[src/rtl/cpu_program_sequencer_pkg.sv]
// Shared types and constants for the cpu program sequencer.
package cpu_seq_pkg;

  typedef enum logic [3:0] {
    S_IDLE,
    S_FETCH,
    S_MEMWAIT,
    S_LOAD,
    S_START,
    S_WBUSY,
    S_WDONE,
    S_PAUSE,
    S_DONE,
    S_ERROR
  } seq_state_t;

  localparam logic [1:0]  ERR_NONE          = 2'd0;
  localparam logic [1:0]  ERR_TIMEOUT       = 2'd1;
  localparam logic [1:0]  ERR_PC_OVF        = 2'd2;
  localparam logic [15:0] DEFAULT_HALT_WORD = 16'hE000;

endpackage

[src/rtl/cpu_program_sequencer_watchdog.sv]
// Saturating cycle counter guarding each wait on the cpu w handshake.
module seq_watchdog #(
  parameter int unsigned TIMEOUT = 16
) (
  input  logic clk,
  input  logic reset,
  input  logic i_clear,
  input  logic i_enable,
  output logic o_expired
);

  localparam int unsigned   CW   = (TIMEOUT > 1) ? $clog2(TIMEOUT) : 1;
  localparam logic [CW-1:0] LAST = CW'(TIMEOUT - 1);

  logic [CW-1:0] r_cnt;

  always_ff @(posedge clk or negedge reset) begin
    if (!reset) begin
      r_cnt <= '0;
    end else if (i_clear) begin
      r_cnt <= '0;
    end else if (i_enable && (r_cnt != LAST)) begin
      r_cnt <= r_cnt + CW'(1);
    end
  end

  // Fires on the TIMEOUT-th consecutive enabled cycle since the last clear.
  assign o_expired = i_enable && (r_cnt == LAST);

endmodule

[src/rtl/cpu_program_sequencer.sv]
// Fetches instruction words from a synchronous memory and feeds them to the cpu
// over its in/load/s/w handshake, with step mode, abort, HALT detection and watchdog.
module cpu_program_sequencer
  import cpu_seq_pkg::*;
#(
  parameter int unsigned AW        = 8,
  parameter logic [15:0] HALT_WORD = DEFAULT_HALT_WORD,
  parameter int unsigned TIMEOUT   = 16
) (
  input  logic          clk,
  input  logic          reset,
  input  logic          start,
  input  logic          step_mode,
  input  logic          step,
  input  logic          abort,
  output logic [AW-1:0] mem_addr,
  output logic          mem_rd,
  input  logic [15:0]   mem_rdata,
  output logic [15:0]   cpu_in,
  output logic          cpu_load,
  output logic          cpu_s,
  input  logic          cpu_w,
  output logic          busy,
  output logic          done,
  output logic          err,
  output logic [1:0]    err_code,
  output logic [AW-1:0] pc,
  output logic [15:0]   retired
);

  seq_state_t    r_state;
  seq_state_t    w_next;
  logic [AW-1:0] r_pc;
  logic [15:0]   r_retired;
  logic [15:0]   r_cpu_in;
  logic [1:0]    r_err_code;
  logic          r_mem_rd, r_cpu_load, r_cpu_s, r_busy, r_done, r_err;
  logic          w_waiting, w_wd_clear, w_expired;
  logic          w_accept, w_retire, w_timeout, w_pc_last;

  seq_watchdog #(.TIMEOUT(TIMEOUT)) u_watchdog (
    .clk       (clk),
    .reset     (reset),
    .i_clear   (w_wd_clear),
    .i_enable  (w_waiting),
    .o_expired (w_expired)
  );

  always_comb begin
    w_waiting  = (r_state == S_WBUSY) || (r_state == S_WDONE);
    // Clearing on the WBUSY->WDONE edge restarts the budget for the second wait.
    w_wd_clear = !w_waiting || ((r_state == S_WBUSY) && !cpu_w);
    w_pc_last  = (r_pc == '1);
    w_accept   = 1'b0;
    w_retire   = 1'b0;
    w_timeout  = 1'b0;
    w_next     = r_state;
    if (abort) begin
      w_next = S_IDLE;
    end else begin
      case (r_state)
        S_IDLE, S_DONE, S_ERROR: begin
          if (start) begin
            w_accept = 1'b1;
            w_next   = S_FETCH;
          end
        end
        S_FETCH:   w_next = S_MEMWAIT;
        S_MEMWAIT: w_next = (mem_rdata == HALT_WORD) ? S_DONE : S_LOAD;
        S_LOAD:    w_next = S_START;
        S_START:   w_next = S_WBUSY;
        S_WBUSY: begin
          if (!cpu_w) begin
            w_next = S_WDONE;
          end else if (w_expired) begin
            w_timeout = 1'b1;
            w_next    = S_ERROR;
          end
        end
        S_WDONE: begin
          if (cpu_w) begin
            w_retire = 1'b1;
            if (w_pc_last)      w_next = S_ERROR;
            else if (step_mode) w_next = S_PAUSE;
            else                w_next = S_FETCH;
          end else if (w_expired) begin
            w_timeout = 1'b1;
            w_next    = S_ERROR;
          end
        end
        S_PAUSE: begin
          if (step || !step_mode) w_next = S_FETCH;
        end
        default: w_next = S_IDLE;
      endcase
    end
  end

  // Outputs are registered from the next state so each strobe lines up with its state.
  always_ff @(posedge clk or negedge reset) begin
    if (!reset) begin
      r_state    <= S_IDLE;
      r_pc       <= '0;
      r_retired  <= '0;
      r_cpu_in   <= '0;
      r_err_code <= ERR_NONE;
      r_mem_rd   <= 1'b0;
      r_cpu_load <= 1'b0;
      r_cpu_s    <= 1'b0;
      r_busy     <= 1'b0;
      r_done     <= 1'b0;
      r_err      <= 1'b0;
    end else begin
      r_state    <= w_next;
      r_mem_rd   <= (w_next == S_FETCH);
      r_cpu_load <= (w_next == S_LOAD);
      r_cpu_s    <= (w_next == S_START);
      r_busy     <= !(w_next inside {S_IDLE, S_DONE, S_ERROR});
      r_done     <= (w_next == S_DONE);
      r_err      <= (w_next == S_ERROR);
      if (w_accept) begin
        r_pc       <= '0;
        r_retired  <= '0;
        r_err_code <= ERR_NONE;
      end
      if ((r_state == S_MEMWAIT) && (w_next == S_LOAD)) begin
        r_cpu_in <= mem_rdata;
      end
      if (w_retire) begin
        if (r_retired != '1) r_retired <= r_retired + 16'd1;
        if (w_pc_last) r_err_code <= ERR_PC_OVF;
        else           r_pc       <= r_pc + AW'(1);
      end
      if (w_timeout) begin
        r_err_code <= ERR_TIMEOUT;
      end
    end
  end

  assign mem_addr = r_pc;
  assign mem_rd   = r_mem_rd;
  assign cpu_in   = r_cpu_in;
  assign cpu_load = r_cpu_load;
  assign cpu_s    = r_cpu_s;
  assign busy     = r_busy;
  assign done     = r_done;
  assign err      = r_err;
  assign err_code = r_err_code;
  assign pc       = r_pc;
  assign retired  = r_retired;

endmodule
[config.mk]
export PLATFORM = sky130hd
export DESIGN_NAME = cpu_program_sequencer
export DESIGN_NICKNAME = d
export VERILOG_FILES = /design/src/rtl/cpu_program_sequencer_pkg.sv /design/src/rtl/cpu_program_sequencer_watchdog.sv /design/src/rtl/cpu_program_sequencer.sv
export SDC_FILE = /design/constraint.sdc
export NUM_CORES = 1
export LEC_CHECK = 0
export BUFFER_PORTS_ARGS = -buffer_cell sky130_fd_sc_hd__clkbuf_2
export CAP_MARGIN = 20
export CORE_MARGIN = 4
export CORE_UTILIZATION = 54
export CTS_BUF_LIST = sky130_fd_sc_hd__clkbuf_4
export CTS_CLUSTER_DIAMETER = 150
export DETAILED_ROUTE_END_ITERATION = 6
export PLACE_DENSITY_LB_ADDON = 0.12
export SLEW_MARGIN = 30
export SYNTH_ARGS = -nofsm -noshare
export SYNTH_HDL_FRONTEND = slang
export SYNTH_HIERARCHICAL = 1
export SYNTH_SLANG_ARGS = --single-unit
[constraint.sdc]
create_clock -name clk -period 3.1 [get_ports clk]
set_input_delay 0 -clock clk [delete_from_list [all_inputs] [get_ports clk]]
set_output_delay 0 -clock clk [all_outputs]
set_load 0.01 [all_outputs]
# Word level (Yosys, flattened, before mapping)
# Index checks and enable logic that the tools add are counted.
# word_totals
elab_cells,83
regBits,56
# op_classes
eq_ne,19
mux,33
reduce_logical,16
n_addsub,3
# ops
operator,n
$mux W16,3
$mux W4,10
$pmux W4 S8,1
$mux W8,3
$eq A4 B3 Y1 const B,5
$eq A4 B4 Y1 const B,5
$add A16 B1 Y16 const B,1
$eq A16 B16 Y1 const B,1
$ne A16 B16 Y1 const B,1
$eq A4 B2 Y1 const B,3
$mux W1,10
$add A8 B1 Y8 const B,1
$eq A4 B1 Y1 const B,2
$eq A8 B8 Y1 const B,1
$logic_not A4 Y1,2
$mux W2,4
$add A4 B1 Y4 const B,1
$logic_and A1 B1 Y1,4
$logic_not A1 Y1,4
$ne A4 B4 Y1 const B,1
$logic_or A1 B1 Y1,3
$mux W3,1
$reduce_bool A3 Y1,1
$reduce_or A3 Y1,1
2 further kinds,2

# Longest topological paths before layout
# Gate-level depths: netlist of the first run.
# logic_depth
depth_word,10
ltp_mapped,11

# Hierarchy
# Netlist of the first run, hierarchy kept.
# modules_own_cells
module,instances,seq_area_each_um2,area_each_um2,cells_per_inst
cpu_program_sequencer,1,1301.2,2667.6,253
seq_watchdog,1,100.1,239.0,21

# Worst setup path after synthesis of the first run
# Ideal clock, no wire load.
# synth_path
kind,flip-flop to flip-flop
from,register r_state[3]
to,register r_cpu_in[10] (netlist: cpu_in[10])
period_less_slack_ns,2.841
stages_incl_launch_ff,11
path_slack_ns,0.259
setup_ns,0.125
arrival_time_ns,2.716
required_ns,2.975
cell_sequence,dfrtp_1 and2b_4 o21a_1 and4_2 o21a_1 o22ai_1 a2bb2oi_1 o221ai_2 nor4b_4 buf_6 mux2_4
# synth_between
elab_chain_cells,9
word_cells_on_any_way,22
classes_between,eq/ne (10); mux (7); reduce/logical (5)
# synth_rtl
item,line,rtl
"start, declared",cpu_program_sequencer.sv:31,seq_state_t r_state;
"start signal, assigned",cpu_program_sequencer.sv:114,r_state <= w_next;
$eq A4 B3 Y1,cpu_program_sequencer.sv:50,w_waiting = (r_state == S_WBUSY) || (r_state == S_WDONE);
$logic_or A1 B1 Y1 (*),cpu_program_sequencer.sv:50,
net w_waiting,cpu_program_sequencer.sv:38,"logic w_waiting, w_wd_clear, w_expired;"
$logic_and A1 B1 Y1 (*),cpu_program_sequencer_watchdog.sv:28,assign o_expired = i_enable && (r_cnt == LAST);
net w_expired,cpu_program_sequencer.sv:38,
$mux W4 (*),"cpu_program_sequencer.sv:75, cpu_program_sequencer.sv:86",
$mux W4 (on tied branches),"cpu_program_sequencer.sv:81, cpu_program_sequencer.sv:73",
$pmux W4 S8 (*),cpu_program_sequencer.sv:61,case (r_state)
$mux W4 (*),cpu_program_sequencer.sv:58,if (abort) begin
$eq A4 B2 Y1 (*),cpu_program_sequencer.sv:126,if ((r_state == S_MEMWAIT) && (w_next == S_LOAD)) begin
$logic_and A1 B1 Y1 (*),cpu_program_sequencer.sv:126,
"end signal, assigned",cpu_program_sequencer.sv:127,r_cpu_in <= mem_rdata;
"end, declared",cpu_program_sequencer.sv:35,logic [15:0] r_cpu_in;
# Mark *: on every way through the listed nets, which the timed path passes. The rest lies on a longest branch.
# A chain may end at the register's enable or synchronous reset.

# Worst setup path after layout of the first run
# layout_path
from,register r_state[1]
to,register r_cpu_in[11] (netlist: cpu_in[11])
# Same word-level chain as after synthesis.

==> impl_metrics.env, run 1 <==
export IMPL_clk_latency_ps=370
export IMPL_hpwl_mm=4.65
export IMPL_ioPinCount=79
export IMPL_fillers=379
export IMPL_syn_to_final_growth_pct=23.0
export IMPL_drt_iter0_markers=77
export IMPL_die_area_sq_um=6620
export IMPL_die_h_um=81.4
export IMPL_post_route_period_util_pct=90.5
export IMPL_yosysWarnings=6
export IMPL_htreeDepth=2
export IMPL_p_leak_nw=1.75
export IMPL_fmax_ghz=0.356
export IMPL_synth_nets=300
export IMPL_ys_seq_elements=56
export IMPL_post_cts_buffers=0
export IMPL_cts_root_buf="clkbuf_4"
export IMPL_overflow=0
export IMPL_syn_cell_area_sq_um=2910
export IMPL_die_x_um=81.4
export IMPL_critPathKind="register to register"
export IMPL_status="completed"
export IMPL_final_common_cell="clkbuf_2"
export IMPL_synth_edf_count=0
export IMPL_path_clk_slew_ps=160
export IMPL_clock_skew_ps=18.3
export IMPL_worst_path_max_fanout=17
export IMPL_synth_ff_type="dfrtp_1"
export IMPL_finalSetupViolations=0
export IMPL_wl_per_cell_um=14.8
export IMPL_endpoint_kind="register"
export IMPL_drc_errors=0
export IMPL_core_sq_um=5170
export IMPL_ys_seq_area_share_pct=48.2
export IMPL_nNetsFinal=394
export IMPL_syn_inst=274
export IMPL_ant_nets=0
export IMPL_min_period_ps=2810
export IMPL_min_path_type="primary input to register"
export IMPL_slowest_stage="dfrtp_2"
export IMPL_antenna_cells=0
export IMPL_layout_drive_gt1_share_pct=32.9
export IMPL_grt_setup_unrepaired="false"
export IMPL_final_cell_mix="77 x clkbuf_2, 55 x dfrtp_1, 30 x nor2_1, 23 x nand2_1, 18 x dlygate4sd3_1"
export IMPL_vias=2383
export IMPL_tns_ps=0
export IMPL_start_util_pct=56.2
export IMPL_grt_pass1_wl_mm=10.7
export IMPL_cp_start_kind="register"
export IMPL_cp_arrival_ps=3070
export IMPL_slew_violations=0
export IMPL_antenna_found_initial=0
export IMPL_synth_cell_types=57
export IMPL_dr_pass1_iters=4
export IMPL_drv_cap=0
export IMPL_routed_wl_mm=6.47
export IMPL_critical_path_max_stage_delay_ps=500
export IMPL_clkSinkCount=56
export IMPL_numCtsBuffers=5
export IMPL_crit_chain="nor2b_1, o21a_1, and4_2, o21a_1, o22ai_1, a2bb2oi_1, o221ai_2, nor4b_4, buf_12, mux2_2"
export IMPL_worst_slew_pin_slew_ps=709
export IMPL_gp_congestion=0.931
export IMPL_cts_tree="built"
export IMPL_syn_area_per_cell_sq_um=10.6
export IMPL_track_usage_pct=20.9
export IMPL_p_per_area_nw_per_um2=583
export IMPL_synthArstFlopShare_pct=100
export IMPL_grt_max_degree=39
export IMPL_hold_viol_final=0
export IMPL_crit_top_cell="o21a_1"
export IMPL_port_buffers=78
export IMPL_grt_pass1_vias=2279
export IMPL_irDropWorstVdd_mv=0.502
export IMPL_final_util_pct=69.1
export IMPL_slew_headroom_pct=52.5
export IMPL_drt_vias_per_instance=5.44
export IMPL_clockBufferDepth=2
export IMPL_rows=26
export IMPL_cp_required_ps=3360
## synthesized netlist by cell type (all sizes together) (4+ instances only)
cell	number	share of area, %
dfrtp	56	48
nor2	30	3.9
nand2	23	3.0
mux2	18	8.3
nand3	13	2.2
buf	12	3.2
nand4	11	2.4
o21ai	11	1.9
xor2	9	2.7
nand2b	7	1.5
nor3	7	1.2
inv	6	0.77
mux2i	6	2.1
a31oi	5	1.6
clkbuf	4	0.56
nor2b	4	0.86
## per-layer routing
layer	routed length [um]	global-route usage (%)	up-vias
li1	-	-	1172
met4	81	6.59	0
met5	0	0	-
met2	3100	33.8	70
met1	2910	27.3	1133
met3	369	5.76	8
## through the flow
stage          std cells  area [sq um]  hold slack, ps  power [mW]  setup slack, ps
6_report             438          3570            78.3        2.09              294
3_5_place_dp         413          3340             195        1.77              272
5_1_grt              438          3570            87.4        2.22              106
3_3_place_gp         413          3340             191        1.76              294
2_1_floorplan        274          2910            -296        1.50              259
4_1_cts              438          3570            45.2        2.11              199
## registers in the layout (all words and copies together) (netlist names)
| name | cells |
|---|---|
| cpu_load | 1 |
| u_watchdog/r_cnt | 4 |
| done | 1 |
| retired | 16 |
| cpu_s | 1 |
| mem_addr | 8 |
| err_code | 2 |
| err | 1 |
| mem_rd | 1 |
| cpu_in | 16 |
| busy | 1 |
| r_state | 4 |
## report_power, final
group	switching, mW	internal (mW)	total [mW]
Combinational	0.390	0.410	0.801
Clock	0.213	0.0931	0.306
Sequential	0.105	0.874	0.978
Total	0.708	1.38	2.09
## cells by family (layout without fill, tap and decap cells)
family	count (synthesis)	in the layout	share of synthesized area [%]
simple gates	117	117	21.7
flops	56	56	48.2
compound gates	41	41	10.7
mux	24	24	10.3
buf+inv	22	116	4.52
xor+xnor	11	11	3.31
fa+ha+maj	3	3	1.29
## final timing paths
| kind | startpoint | to | slack, ps | depth (start not counted) |
|---|---|---|---|---|
| max | r_state[1] | cpu_in[11] | 290 | 10 |
| min | start | mem_rd | 80 | 5 |
| max reg2reg | r_state[1] | cpu_in[11] | 290 | 10 |
| min reg2reg | cpu_in[14] | cpu_in[14] | 530 | 1 |
| max in group asynchronous | reset | cpu_in[12] | 2360 | 3 |
| min in group asynchronous | reset | r_state[2] | 100 | 2 |
## what timing repair did
item	in CTS	in global routing
hold endpoints to repair	55	0
endpoints found under the setup margin	0	2
gates resized for setup	0	1
hold buffers	18	0
## worst max-delay path: cells and delay by family (launching register included)
family                 cells  cell delay, ps
AOI/OAI and AO/OA          5             780
buffers and inverters      1             210
muxes                      1             340
DFF                        1             500
and+or+nand+nor            3             850
## layout make-up
class	count	area (sq um)	area share [%]
multi-input combinational	196	1370	38.4
tap	70	87.6	2.45
sequential	56	1400	39.2
clock inverter	1	5.00	0.140
timing repair buffer	103	638	17.9
clock buffer	6	45.0	1.26
inverter	6	22.5	0.630
Note: power is estimated with default switching activity, not from simulation.
==> run 2, diff against run 1 <==
Settings changed: CORE_UTILIZATION 54 to 45.
==> run 2 against run 1 <==
Net effect: fmax is 0.51% lower; routed wire length is 2.0% higher; final area is 0.45% higher; critical path type unchanged.
==> impl_metrics.env, run 2 (synthesized netlist as in run 1, its figures left out) <==
export IMPL_status="completed"
export IMPL_worst_slew_pin_slew_ps=676
export IMPL_path_clk_slew_ps=160
export IMPL_layout_drive_gt1_share_pct=32.7
export IMPL_antenna_found_initial=0
export IMPL_nNetsFinal=395
export IMPL_cp_required_ps=3360
export IMPL_cts_root_buf="clkbuf_4"
export IMPL_final_util_pct=56.9
export IMPL_slew_headroom_pct=54.7
export IMPL_grt_pass1_wl_mm=11.3
export IMPL_irDropWorstVdd_mv=0.407
export IMPL_min_path_type="primary input to register"
export IMPL_grt_pass1_vias=2415
export IMPL_worstReg2RegEnd="cpu_in[13]"
export IMPL_syn_to_final_growth_pct=23.5
export IMPL_reg2reg_depth=11
export IMPL_clk_latency_ps=360
export IMPL_track_usage_pct=18.3
export IMPL_rows=29
export IMPL_min_period_ps=2820
export IMPL_vias=2413
export IMPL_crit_top_cell="o21a_1"
export IMPL_cts_tree="built"
export IMPL_cp_arrival_ps=3080
export IMPL_r2r_start="r_state[0]"
export IMPL_crit_chain="inv_1, nor2_1, o21a_1, and4_2, o21a_1, o22ai_1, a2bb2oi_1, o221ai_2, nor4b_4, buf_12, mux2_2"
export IMPL_htreeDepth=2
export IMPL_clkSinkCount=56
export IMPL_pwr_share_seq_pct=46.0
export IMPL_power_frac_clock_pct=14.6
export IMPL_hold_viol_final=0
export IMPL_critPathKind="register to register"
export IMPL_drv_cap=0
export IMPL_worst_path_max_fanout=17
export IMPL_finalSetupViolations=0
export IMPL_gp_congestion=0.820
export IMPL_die_h_um=88.4
export IMPL_internal_power_mw=1.37
export IMPL_grt_setup_unrepaired="false"
export IMPL_cp_start_kind="register"
export IMPL_core_sq_um=6310
export IMPL_port_buffers=78
export IMPL_combPwrFrac_pct=39.4
export IMPL_drc_errors=0
export IMPL_clock_skew_ps=6.53
export IMPL_p_leak_nw=1.76
export IMPL_rrSetupSlack_ps=280
export IMPL_p_per_area_nw_per_um2=582
export IMPL_endpoint_kind="register"
export IMPL_ant_nets=0
export IMPL_slew_violations=0
export IMPL_post_cts_buffers=0
export IMPL_dr_pass1_iters=4
export IMPL_hpwl_mm=4.83
export IMPL_grt_max_degree=40
export IMPL_drt_iter0_markers=104
export IMPL_clockBufferDepth=2
export IMPL_crit_buf_inv=2
export IMPL_crit_family="simple AND/OR/NAND/NOR gates"
export IMPL_slowest_stage="dfrtp_1"
export IMPL_setup_worst_path_start="r_state[0]"
export IMPL_cp_depth=11
export IMPL_ioPinCount=79
export IMPL_tns_ps=0
export IMPL_routed_wl_mm=6.60
export IMPL_final_cell_mix="77 x clkbuf_2, 56 x dfrtp_1, 30 x nor2_1, 23 x nand2_1, 18 x dlygate4sd3_1"
export IMPL_post_route_period_util_pct=91.0
export IMPL_antenna_cells=0
export IMPL_wl_per_cell_um=14.8
export IMPL_overflow=0
export IMPL_endpoint="cpu_in[13]"
export IMPL_switching_power_uw=716
export IMPL_critical_path_max_stage_delay_ps=500
export IMPL_die_x_um=88.4
export IMPL_start_util_pct=46.0
export IMPL_die_area_sq_um=7810
export IMPL_fmax_ghz=0.355
export IMPL_drt_vias_per_instance=5.40
export IMPL_final_common_cell="clkbuf_2"
export IMPL_swShare_pct=34.3
export IMPL_numCtsBuffers=5
==> run 2: cell types whose count changed in the layout (fill, tap and decap cells not counted), sizes merged <==
cell	before	now
clkinv	1	3
buf	8	9
clkbuf	83	82
==> run 2: cell type report <==
type | instances | area [sq um]
repair buffers | 104 | 646
clock inverters | 3 | 13.8
multi-input cells | 196 | 1370
fillers | 595 | 2720
flip-flops and latches | 56 | 1400
inverters | 6 | 22.5
clock buffers | 5 | 37.5
well taps | 77 | 96.3
==> run 2: worst min-delay path by stage <==
| stage | endpoint | start | cells past startpoint | slack (ps) |
|---|---|---|---|---|
| 6_report | err_code[0] | cpu_w | 4 | 100 |
| 5_1_grt | err_code[0] | cpu_w | 4 | 120 |
| 4_1_cts | err_code[0] | cpu_w | 4 | 80 |
| 3_5_place_dp | busy | reset | 1 | 210 |
| 3_3_place_gp | busy | reset | 1 | 200 |
| 2_1_floorplan | busy | reset | 0 | -300 |
==> run 2: stage by stage <==
stage          instance area, sq um  cells  setup slack, ps  power, mW  hold WS, ps
6_report                       3590    447              280       2.09         99.0
3_3_place_gp                   3360    421              379       1.77          195
4_1_cts                        3590    447              314       2.12         83.4
5_1_grt                        3590    447              137       2.23          124
3_5_place_dp                   3360    421              351       1.78          214
2_1_floorplan                  2910    274              259       1.50         -296
==> run 2: worst reg2reg max path: stages, from the launching register on <==
cell	delay [ps]
dfrtp_1	500
inv_1	110
nor2_1	110
o21a_1	200
and4_2	320
o21a_1	120
o22ai_1	70
a2bb2oi_1	190
o221ai_2	180
nor4b_4	360
buf_12	210
mux2_2	350
==> run 2: repair_timing <==
| item | 4_1_cts | 5_1_grt |
|---|---|---|
| hold endpoints to repair | 56 | 0 |
| hold buffers | 18 | 0 |
| gates resized for setup | 0 | 0 |
==> run 2: power by group through the flow <==
| stage | logic [mW] | clock network, mW | registers (mW) |
|---|---|---|---|
| after global routing | 0.901 | 0.352 | 0.981 |
| after detailed placement | 0.813 | 0 | 0.970 |
| after CTS | 0.831 | 0.323 | 0.962 |
| after global placement | 0.796 | 0 | 0.974 |
| final | 0.823 | 0.305 | 0.962 |
| after floorplan | 0.482 | 0 | 1.02 |
==> run 2: metal layers <==
layer	vias up	share of wire [%]	global-route usage [%]
li1	1177	-	-
met1	1170	46	25.3
met2	59	48	29.5
met3	7	4.8	3.63
met4	0	1.2	5.08
met5	-	0	0
